`config.mk`:
```
export PLATFORM = sky130hd
export DESIGN_NAME = i2lbs_scan_ctrl
export DESIGN_NICKNAME = d
export VERILOG_FILES = /design/src/rtl/i2lbs_scan_ctrl.sv
export SDC_FILE = /design/constraint.sdc
export NUM_CORES = 1
export LEC_CHECK = 0
export ABC_AREA = 1
export CORE_UTILIZATION = 55
export DETAILED_ROUTE_END_ITERATION = 10
export PLACE_DENSITY = 0.84
export SLEW_MARGIN = 20
export SYNTH_ARGS = -nofsm -noshare
export SYNTH_HDL_FRONTEND = slang
export SYNTH_SLANG_ARGS = --single-unit
```
`constraint.sdc`:
```
create_clock -name clk_fpga -period 2 [get_ports clk_fpga]
set_clock_uncertainty 0.2 [all_clocks]
set_input_delay 0.4 -clock clk_fpga [delete_from_list [all_inputs] [get_ports clk_fpga]]
set_output_delay 0.4 -clock clk_fpga [all_outputs]
set_load 0.005 [all_outputs]
```
`src/rtl/i2lbs_scan_ctrl.sv`:
```
// i2lbs_scan_ctrl: raster window-scan controller that sequences classifier stages
// per complete window with early reject and reports surviving windows.
module i2lbs_scan_ctrl #(
    parameter int DATA_WIDTH_12 = 12,
    parameter int FRAME_WIDTH   = 10,
    parameter int FRAME_HEIGHT  = 10,
    parameter int WINDOW_WIDTH  = 3,
    parameter int WINDOW_HEIGHT = 3,
    parameter int NUM_STAGES    = 24,
    parameter int STAGE_IDX_W   = 5,
    parameter int COUNT_WIDTH   = 16
) (
    input  logic                     clk_fpga,
    input  logic                     reset_fpga,
    input  logic                     i_enable,
    input  logic                     i_pixel_valid,
    output logic                     o_pixel_ready,
    input  logic                     i_window_ready,
    output logic                     o_stage_start,
    output logic [STAGE_IDX_W-1:0]   o_stage_index,
    input  logic                     i_stage_done,
    input  logic                     i_stage_pass,
    output logic                     o_candidate,
    output logic [DATA_WIDTH_12-1:0] o_candidate_x,
    output logic [DATA_WIDTH_12-1:0] o_candidate_y,
    output logic [COUNT_WIDTH-1:0]   o_candidate_count,
    output logic                     o_frame_done,
    output logic                     o_busy
);
    typedef enum logic [2:0] {RECEIVE, WAIT_WINDOW, STAGE_ISSUE, STAGE_WAIT, REPORT} state_t;
    state_t state, state_next;
    logic [DATA_WIDTH_12-1:0] x, y, cand_x, cand_y;
    logic last_pixel, accept, reach, at_eol, at_eof, last_stage, reject, back;
    assign o_pixel_ready = (state == RECEIVE) && i_enable && reset_fpga;
    assign accept        = i_pixel_valid && o_pixel_ready;
    assign at_eol        = x == DATA_WIDTH_12'(FRAME_WIDTH - 1);
    assign at_eof        = at_eol && (y == DATA_WIDTH_12'(FRAME_HEIGHT - 1));
    assign reach         = (x >= DATA_WIDTH_12'(WINDOW_WIDTH - 1)) && (y >= DATA_WIDTH_12'(WINDOW_HEIGHT - 1));
    assign last_stage    = o_stage_index == STAGE_IDX_W'(NUM_STAGES - 1);
    assign reject        = (state == STAGE_WAIT) && i_stage_done && !i_stage_pass;
    assign back          = reject || (state == REPORT);
    assign o_stage_start = state == STAGE_ISSUE;
    assign o_busy        = state != RECEIVE;
    always_comb begin
        state_next = state;
        case (state)
            RECEIVE:     state_next = (accept && reach) ? WAIT_WINDOW : RECEIVE;
            WAIT_WINDOW: state_next = i_window_ready ? STAGE_ISSUE : WAIT_WINDOW;
            STAGE_ISSUE: state_next = STAGE_WAIT;
            STAGE_WAIT:  state_next = !i_stage_done ? STAGE_WAIT :
                                      !i_stage_pass ? RECEIVE :
                                      last_stage    ? REPORT : STAGE_ISSUE;
            REPORT:      state_next = RECEIVE;
            default:     state_next = RECEIVE;
        endcase
    end
    always_ff @(posedge clk_fpga) begin
        if (!reset_fpga) begin
            state             <= RECEIVE;
            x                 <= '0;
            y                 <= '0;
            cand_x            <= '0;
            cand_y            <= '0;
            last_pixel        <= 1'b0;
            o_stage_index     <= '0;
            o_candidate       <= 1'b0;
            o_candidate_x     <= '0;
            o_candidate_y     <= '0;
            o_candidate_count <= '0;
            o_frame_done      <= 1'b0;
        end else begin
            state        <= state_next;
            o_candidate  <= state == REPORT;
            o_frame_done <= back && last_pixel;
            if (accept) begin
                x <= at_eol ? '0 : x + 1'b1;
                y <= at_eof ? '0 : (at_eol ? y + 1'b1 : y);
                if (reach) begin
                    cand_x     <= x - DATA_WIDTH_12'(WINDOW_WIDTH - 1);
                    cand_y     <= y - DATA_WIDTH_12'(WINDOW_HEIGHT - 1);
                    last_pixel <= at_eof;
                end
            end
            if (back)
                last_pixel <= 1'b0;
            if (state == WAIT_WINDOW && i_window_ready)
                o_stage_index <= '0;
            else if (state == STAGE_WAIT && i_stage_done && i_stage_pass && !last_stage)
                o_stage_index <= o_stage_index + 1'b1;
            if (state == REPORT) begin
                o_candidate_x     <= cand_x;
                o_candidate_y     <= cand_y;
                o_candidate_count <= (&o_candidate_count) ? o_candidate_count : o_candidate_count + 1'b1;
            end
            // count is per frame: cleared once the frame_done pulse has been seen
            if (o_frame_done)
                o_candidate_count <= '0;
        end
    end
endmodule

```
==> impl_results.md, run 1 <==
* Status: finished, violations left
* Violated checks: design-rule violations
* Core footprint at 0.008848 mm^2
* Lkg Pwr at about 2.6 nW
* Vias in the first global route at 4657
* Clock transition at path regs at around 90 ps
* Worst slew pin tran at 453.0 ps
* Detailed placement HPWL at about 8600 um
* Post-synth EDFFs at 0
* Clk buf depth at 2
* Chip height at 98.28 um
* Ant. Diodes at 0
* Setup TNS at 0 ps
* Rel. slew slack at 0.6980
* Post-synthesis cell count at 768
* Mean Syn Cell Area at approximately 6.6 um^2
* Post-route minimum period at roughly 2000 ps
* Num CTS Buffers at 9
* Post-synthesis sequential area ratio at 0.3887
* #FFs+latches synth at 99
* Final setup vio count at 0
* Die area at slightly below 0.01 mm^2
* Netlist cell types at 26
* Fin crit share at 0.9778
* Detailed Route Iter0 Violations at 256
* DP Worst Slack at -458.9 ps
* Leading area contributor after synthesis: dfxtp_1
* Final slew viol count at 0
* First-pass GRT wire length at around 20000 um
* Yosys warns at 0
* All-Layer GR Usage at 0.2603
* H-tree Lvls at 3
* Synth top area share at 0.3887
* GR Util met3 at 0.04510
* Post-layout util at 0.7074
* Hold Crit Class: reg -> reg
* WL/cell at 12.75 um
* GR Layer Usage met1 at 0.3161
* Horiz. Die Dim at around 98 um
* Worst endpoint required time at approximately 1400 ps
* Max_cap viols at 0
* Area growth, synth to finish at 22.77%
* CTS root buf: clkbuf_8
* Share of cells above drive strength 1 at 0.1112
* CP Capture Type: output pin
* Fraction of registers with async set/reset at 0
* Clk_lat worst skew at roughly 380 ps
* Crit Path Max Fanout at 5
* NumNets Final at around 870
* Max VDD drop at approximately 0.36 mV
* Most frequent cell after synthesis: nand2_1
* CTS sink count at 99
* Largest net degree at the start of global routing at 53
* ANT nets after route at 0
* FMAX at slightly above 500 MHz
* Grt ovf at 0
* IO Pins at between 50 and 60
* WL final at around 12000 um
* Via count at between 5000 and 6000
* Vias per cell at approximately 5.2
* Worst Setup Start Kind: register
* Mapped Area at 0.005099 mm^2
* CTS tree: yes
* Initial antenna violation count at 0
* Final Hold Vio Count at 0
* CP Class: reg -> out
* Most used routing layer: met2
* Row cnt at 34
* PwrDens at slightly below 600 mW/mm^2
* Top FF cell, synth: dfxtp_1
* Synth top cells by count: nand2_1 (209), nor2_1 (120), dfxtp_1 (99)
* Worst Path Arrival at roughly 1400 ps
* DRC errors left at 3
* Placer Congestion at a little under 1
* Syn Nets at around 790
* Number of port buffers at 56
* Fill count at about 720
* Cts hold-fix bufs at 0
* Met2 Use GR at 0.4642
* Ranking of synthesized cells by area: dfxtp_1 (39%), nand2_1 (15%), nor2_1 (8.8%)
* Initial Utilization at 0.5762
* Worst setup margin at between 40 and 50 ps
* First-pass DRT Iterations at 10
-- repair_timing --
item / in CTS / in global routing
pin swaps: 2 / 0
endpoints found under the setup margin: 8 / 23
hold endpoints to repair: 0 / 0
buffers inserted: 3 / 0
gates resized for setup: 5 / 10
gates cloned: 0 / 0
-- registers in the layout, indices dropped and copies added (netlist names) --
register           count
o_candidate_count     16
cand_x                12
cand_y                12
o_candidate_x         12
o_candidate_y         12
x                     12
y                     12
o_stage_index          5
state                  3
last_pixel             1
o_candidate            1
o_frame_done           1
-- critical path, cell delays in order (launching register included) --
cell	delay, ps
dfxtp_1	350
buf_4	140
clkdlybuf4s50_1	500
-- cell type report --
type                    count  area [um^2]  share of cell area
multi-input cells         547         2616              0.4179
flip-flops and latches     99         1992              0.3182
repair buffers             98        920.9              0.1471
inverters                  94        354.1             0.05657
well taps                 108        135.1             0.02159
clock buffers              10        127.6             0.02039
clock inverters             6        113.9             0.01819
-- per-stage QoR --
stage          hold WS (ps)  area [um^2]  total power, mW  std cells
2_1_floorplan         218.2         5099            2.141        768
4_1_cts               254.4         6246            3.746        962
6_report              255.1         6260            3.736        962
3_5_place_dp          241.4         5986            2.214        943
5_1_grt               283.7         6260            3.839        962
3_3_place_gp          231.7         5986            2.209        943
-- cell usage in the layout, fill, tap and decap left out, types with 2 or more instances in the layout --
cell,netlist,final
nand2_1,209,209
dlygate4sd2_1,0,4
nand4_1,15,15
inv_1,91,90
clkdlybuf4s50_1,0,52
nand3_2,3,3
nor3_1,6,6
a31oi_1,2,2
nor2_2,7,9
nand2_2,7,7
clkinvlp_4,0,2
nor2_1,120,118
a21oi_1,60,60
nand3_1,28,28
xor2_1,17,17
nor3b_1,2,2
clkbuf_8,0,9
buf_4,2,38
nor2_4,6,6
xnor2_1,8,8
inv_2,2,3
buf_12,0,4
ha_1,12,12
bufinv_16,0,3
o21ai_0,44,44
dfxtp_2,0,8
dfxtp_1,99,91
-- path summary, 6_finish.rpt --
path              slack (ps)                    end  cells past startpoint                  start
hold / removal           260       o_candidate_y[6]                      2              cand_y[6]
setup / recovery          40  o_candidate_count[11]                      2  o_candidate_count[11]
setup reg to reg          80              cand_y[0]                     10               state[1]
hold reg to reg          260       o_candidate_y[6]                      2              cand_y[6]
-- kinds of logic after synthesis --
family,after synthesis,synth area share
AOI/OAI and AO/OA,106,0.1045
adders and majority gates,12,0.02945
and+or+nand+nor,404,0.3352
xor gates and xnor gates,25,0.04294
buffers and inverters,122,0.09914
DFF,99,0.3887
-- metal layers --
layer,vias to the layer above,part of all wire
li1,2551,-
met1,2286,0.43
met2,166,0.49
met3,22,0.054
met4,0,0.019
met5,-,0
-- where the power goes --
part           switching (mW)  total (mW)  internal, mW
logic                   0.115       0.194        0.0793
clock network           0.720        1.55         0.833
registers             0.00983        1.99          1.98
total                   0.845        3.74          2.89
Note: power is estimated with default switching activity, not from simulation.
==> run 2: changes to the inputs <==
--- a/config.mk
+++ b/config.mk
@@ -7,6 +7,7 @@
 export LEC_CHECK = 0
 export ABC_AREA = 1
 export CORE_UTILIZATION = 55
+export CTS_CLUSTER_SIZE = 24
 export DETAILED_ROUTE_END_ITERATION = 10
 export PLACE_DENSITY = 0.84
 export SLEW_MARGIN = 20
==> results of run 2 <==
No change in the layout: final DEF, timing and power equal those of run 1.
